**src/rtl/arcade_input_cond.sv**
```systemverilog
// arcade_input_cond: PS/2 key latches, joystick merge/rotation and frame-timed coin pulses into active-low input bytes.
// Define INPUT_AUTO_COIN_EN to make either start also request coin 1.
module arcade_input_cond #(
    parameter int COIN_FRAMES = 4
) (
    input  logic        CLK,
    input  logic        RESET,
    input  logic [10:0] ps2_key,
    input  logic [15:0] joy,
    input  logic [15:0] joy2,
    input  logic        rotate,
    input  logic        I_VBLANK,
    output logic [7:0]  in0_reg,
    output logic [7:0]  in1_reg
);
    localparam int CW = $clog2(COIN_FRAMES + 1);
    localparam logic [CW-1:0] LAST = CW'(COIN_FRAMES - 1);

    typedef enum logic [1:0] {IDLE, ACTIVE, HOLDOFF} coin_st_t;

    logic        old_tog_q, old_tog_d;
    logic [17:0] keys_q, keys_d, hit;
    logic        vb_q, vb_d, vb_rise;
    logic [1:0]  req, req_q, req_d, rise, coin;
    logic [7:0]  in0_d, in1_d;
    logic        u1, d1, l1, r1, u2, d2, l2, r2, start1, start2;
    logic        unused_ok;

    assign unused_ok = ^{joy[15:7], joy2[15:7]};

    always_comb begin
        // Arrow keys match on the low byte so extended and keypad arrows both count
        hit = {ps2_key[8:0] == 9'h02C, ps2_key[8:0] == 9'h01C, ps2_key[8:0] == 9'h034,
               ps2_key[8:0] == 9'h023, ps2_key[8:0] == 9'h02B, ps2_key[8:0] == 9'h02D,
               ps2_key[8:0] == 9'h036, ps2_key[8:0] == 9'h02E, ps2_key[8:0] == 9'h01E,
               ps2_key[8:0] == 9'h006, ps2_key[8:0] == 9'h016, ps2_key[8:0] == 9'h005,
               ps2_key[8:0] == 9'h014, ps2_key[8:0] == 9'h029,
               ps2_key[7:0] == 8'h74, ps2_key[7:0] == 8'h6B,
               ps2_key[7:0] == 8'h72, ps2_key[7:0] == 8'h75};
        keys_d = (ps2_key[10] != old_tog_q) ? ((keys_q & ~hit) | (hit & {18{ps2_key[9]}})) : keys_q;
        old_tog_d = ps2_key[10];
        vb_d = I_VBLANK;
        vb_rise = I_VBLANK & ~vb_q;
        u1 = rotate ? (keys_q[2] | joy[1]) : (keys_q[0] | joy[3]);
        d1 = rotate ? (keys_q[3] | joy[0]) : (keys_q[1] | joy[2]);
        l1 = rotate ? (keys_q[1] | joy[2]) : (keys_q[2] | joy[1]);
        r1 = rotate ? (keys_q[0] | joy[3]) : (keys_q[3] | joy[0]);
        u2 = rotate ? (keys_q[14] | joy2[1]) : (keys_q[12] | joy2[3]);
        d2 = rotate ? (keys_q[15] | joy2[0]) : (keys_q[13] | joy2[2]);
        l2 = rotate ? (keys_q[13] | joy2[2]) : (keys_q[14] | joy2[1]);
        r2 = rotate ? (keys_q[12] | joy2[3]) : (keys_q[15] | joy2[0]);
        start1 = keys_q[6] | keys_q[7] | joy[5] | joy2[5];
        start2 = keys_q[8] | keys_q[9] | joy[6] | joy2[6];
`ifdef INPUT_AUTO_COIN_EN
        req = {keys_q[11], keys_q[10] | start1 | start2};
`else
        req = {keys_q[11], keys_q[10]};
`endif
        req_d = req;
        rise = req & ~req_q;
        in0_d = ~{coin[1], 1'b0, coin[0], keys_q[17], d1, r1, l1, u1};
        in1_d = ~{keys_q[16] | joy2[4], start2, start1, keys_q[4] | keys_q[5] | joy[4], d2, r2, l2, u2};
    end

    always_ff @(posedge CLK) begin
        old_tog_q <= old_tog_d;
        if (RESET) begin
            keys_q  <= '0;
            vb_q    <= 1'b0;
            req_q   <= '0;
            in0_reg <= 8'hFF;
            in1_reg <= 8'hFF;
        end else begin
            keys_q  <= keys_d;
            vb_q    <= vb_d;
            req_q   <= req_d;
            in0_reg <= in0_d;
            in1_reg <= in1_d;
        end
    end

    for (genvar c = 0; c < 2; c++) begin : g_coin
        coin_st_t      st_q;
        logic [CW-1:0] cnt_q;
        logic          pend_q;
        assign coin[c] = (st_q == ACTIVE);
        always_ff @(posedge CLK) begin
            if (RESET) begin
                st_q   <= IDLE;
                cnt_q  <= '0;
                pend_q <= 1'b0;
            end else begin
                case (st_q)
                    IDLE: if (rise[c]) begin
                        st_q  <= ACTIVE;
                        cnt_q <= '0;
                    end
                    ACTIVE: begin
                        if (rise[c]) pend_q <= 1'b1;
                        if (vb_rise) begin
                            cnt_q <= (cnt_q == LAST) ? '0 : cnt_q + 1'b1;
                            if (cnt_q == LAST) st_q <= HOLDOFF;
                        end
                    end
                    HOLDOFF: if (vb_rise && cnt_q == LAST) begin
                        // A request arriving on the final hold-off edge is queued, not lost
                        st_q   <= (pend_q | rise[c]) ? ACTIVE : IDLE;
                        cnt_q  <= '0;
                        pend_q <= 1'b0;
                    end else begin
                        if (vb_rise) cnt_q <= cnt_q + 1'b1;
                        if (rise[c]) pend_q <= 1'b1;
                    end
                    default: st_q <= IDLE;
                endcase
            end
        end
    end
endmodule

```
**config.mk**
```make
export PLATFORM = sky130hd
export DESIGN_NAME = arcade_input_cond
export DESIGN_NICKNAME = d
export VERILOG_FILES = /design/src/rtl/arcade_input_cond.sv
export SDC_FILE = /design/constraint.sdc
export NUM_CORES = 1
export LEC_CHECK = 0
export ABC_AREA = 1
export CAP_MARGIN = 20
export CORE_MARGIN = 2
export CORE_UTILIZATION = 36
export CTS_BUF_LIST = sky130_fd_sc_hd__clkbuf_4 sky130_fd_sc_hd__clkbuf_8 sky130_fd_sc_hd__clkbuf_16
export CTS_CLUSTER_SIZE = 12
export DETAILED_ROUTE_END_ITERATION = 8
export PLACE_DENSITY = 0.69
export SETUP_SLACK_MARGIN = 0.05
export SLEW_MARGIN = 40
export SYNTH_ARGS = -nofsm -noshare
export SYNTH_HDL_FRONTEND = slang
export SYNTH_SLANG_ARGS = --single-unit
```
**constraint.sdc**
```tcl
create_clock -name CLK -period 1.4 [get_ports CLK]
set_input_delay 0.35 -clock CLK [delete_from_list [all_inputs] [get_ports CLK]]
set_output_delay 0.35 -clock CLK [all_outputs]
set_load 0.005 [all_outputs]
```
==> results_dict.tcl <==
set metrics [dict create \
    drive_gt1_share_pct 23.7 \
    ctsRootBufferMaster "clkbuf_8" \
    p_sw_share_pct 32.0 \
    drtIter0Drc 65 \
    yosysTopAreaCellShare_pct 39.9 \
    maxSlewViolCount 0 \
    clk_latency_ns 0.30 \
    ys_warn_count 0 \
    min_path_cells 1 \
    max_freq_mhz 772 \
    regArea_sq_um 990 \
    cts_max_path_buffers 2 \
    syn_area_per_cell_sq_um 7.08 \
    gr-usage-all-layers_pct 16.0 \
    crit_path_max_fanout 4 \
    peakVddDrop_mv 0.405 \
    area_growth_pct 44.8 \
    cp.required_ns 1.59 \
    first_pass_iters 4 \
    hold_ws_ns 0.394 \
    p_per_area_nw_per_um2 1030 \
    grt_start_max_net_pins 30 \
    rr_worst_depth 7 \
    cp-end-kind "register" \
    skew_ns 0.00757 \
    hpwl_um 4350 \
    vias_per_cell 4.85 \
    drc 0 \
    vias 2472 \
    synth-seq-cells 49 \
    overflow 0 \
    grt_pass1_wl_um 9650 \
    synth_cell_types 28 \
    place_ws_ns -0.332 \
    final_area_sq_um 3560 \
    cts_tree "done" \
    postRouteAntennaNets 0 \
    switchingPower_mw 1.17 \
    synth_fp_nets 408 \
    post_dp_cell_area_sq_um 3260 \
    hold_violations 0 \
    place_congestion 0.887 \
    power_frac_comb_pct 34.2 \
    setup_violations 0 \
    initial_core_util_pct 36.8 \
    min_period_ns 1.30 \
    die_height_um 86.6 \
    die_area_sq_um 7500 \
    status "complete, no violations" \
    port_buffers 43 \
    holdBufCountCts 0 \
    grt_pass1_vias 2301 \
    hp-class "reg -> reg" \
    cts_sinks 49 \
    fin_crit_sh_pct 92.6 \
    nets 491 \
    clockPowerShare_pct 23.4 \
    diodes 0 \
    synthTopCellsByArea "dfxtp_1 40%, nand2_1 11%, nor2_1 7.9%" \
    grt_setup_unrepaired "yes" \
    cap_violations 0 \
    crit_type "reg -> reg" \
    antenna_found_initial 0 \
    cellInternalPower_mw 2.49 \
    fin_ws_ns 0.104 \
    yosysTopAreaCell "dfxtp_1" \
    p_seq_share_pct 42.4 \
    core_area_sq_um 6680 \
    fin_total_pwr_mw 3.66 \
    path_clk_slew_ns 0.08 \
    post_drt_wl_per_cell_um 11.4 \
    syn_area_sq_um 2460 \
    crit_arrival_ns 1.49 \
    multi_input_area_sq_um 1440 \
    synth_cells 347 \
    cts_buffers 5 \
    totalWireLength_um 5830 \
    io_pins 63 \
    dieWidth_um 86.6 \
    ys_seq_area_share_pct 39.9 \
    finish.utilization_pct 53.3 \
    num_rows 30 \
    start_kind "register" \
    h-tree-depth 2 \
    n_fill_cell 647 \
    cellLeakagePower_nw 1.62 \
]
[through the flow]
step | std cells | setup TNS [ns]
after CTS | 509 | 0
after detailed placement | 500 | -8.51
after floorplan | 347 | 0
after global routing | 510 | 0
after global placement | 500 | -7.75
final | 510 | 0
[cell type report]
type	instances	share of cell area, %
clock buffer	7	2.53
inverter	47	4.96
multi-input combinational	244	40.5
sequential	49	27.8
tap	80	2.81
timing repair buffer	83	21.4
[power by group through the flow]
stage	Clock, mW	Sequential, mW	Combinational, mW
3_3_place_gp	0	1.57	1.01
4_1_cts	0.885	1.54	1.08
2_1_floorplan	0	1.57	0.556
6_report	0.858	1.56	1.25
3_5_place_dp	0	1.57	1.04
5_1_grt	0.944	1.56	1.39
[worst paths after layout]
| check | from | end | slack [ns] |
|---|---|---|---|
| setup / recovery | g_coin[1].st_q[0] | g_coin[1].cnt_q[2] | 0.10 |
| hold / removal | register | in0_reg[4] | 0.39 |
| hold reg to reg | register | in0_reg[4] | 0.39 |
| setup reg to reg | g_coin[1].st_q[0] | g_coin[1].cnt_q[2] | 0.10 |
[cells in the mapped netlist]
cell,instances
nand3_1,29
nor2_4,2
a31o_2,1
ha_1,14
dfxtp_1,49
inv_1,45
nor2_2,2
o41ai_1,2
conb_1,1
xor2_1,1
clkinv_1,2
nor3_1,7
o21bai_1,2
o31ai_1,5
nand3b_1,2
and3_1,1
buf_4,1
xnor2_2,1
o21ai_0,11
nand2_2,1
nor2_1,52
a21oi_1,22
nor3_2,1
nand4_1,8
a31oi_1,3
o311ai_0,4
nand2_1,72
clkbuf_1,6
[repair_timing]
item,4_1_cts,5_1_grt
pin swaps,4,11
resized for setup,29,57
buffers inserted,2,1
endpoints found under the setup margin,35,30
[kinds of logic after synthesis]
kind of cell	Yosys count	share of synthesized area [%]
adders and majority gates	14	7.13
DFF	49	39.9
and+or+nand+nor	177	31.3
other	1	0.153
AOI/OAI and AO/OA	50	12.1
buffers and inverters	54	8.40
xor gates and xnor gates	2	1.02
[worst max-delay path: stages, from the launching register on]
cell and delay (ns):
dfxtp_2 0.38, inv_2 0.09, ha_4 0.17, o21ai_2 0.06
nand2_2 0.12, buf_4 0.16, o21ai_0 0.14, a21oi_1 0.09
[routing by layer]
metal	share of wire, %	global-route usage (%)
met3	3.1	3.14
met4	2.2	6.53
met1	42	18.4
met5	0	0
met2	53	28.7
[layout by cell type, fill, tap and decap left out, types with 4 or more instances in the layout]
cell             netlist  final
a21oi_1               22     21
buf_4                  1     38
clkbuf_8               0      6
clkdlybuf4s50_1        0     17
dfxtp_1               49     44
dfxtp_2                0      4
dlygate4sd2_1          0     16
dlymetal6s2s_1         0     10
ha_1                  14      8
inv_1                 45     42
nand2_1               72     63
nand2_2                1     10
nand3_1               29     28
nand4_1                8      8
nor2_1                52     38
nor2_2                 2     12
nor2_4                 2      6
nor3_2                 1      6
o21ai_0               11      6
o311ai_0               4      4
o31ai_1                5      5
(Power assumes the default switching activity.)
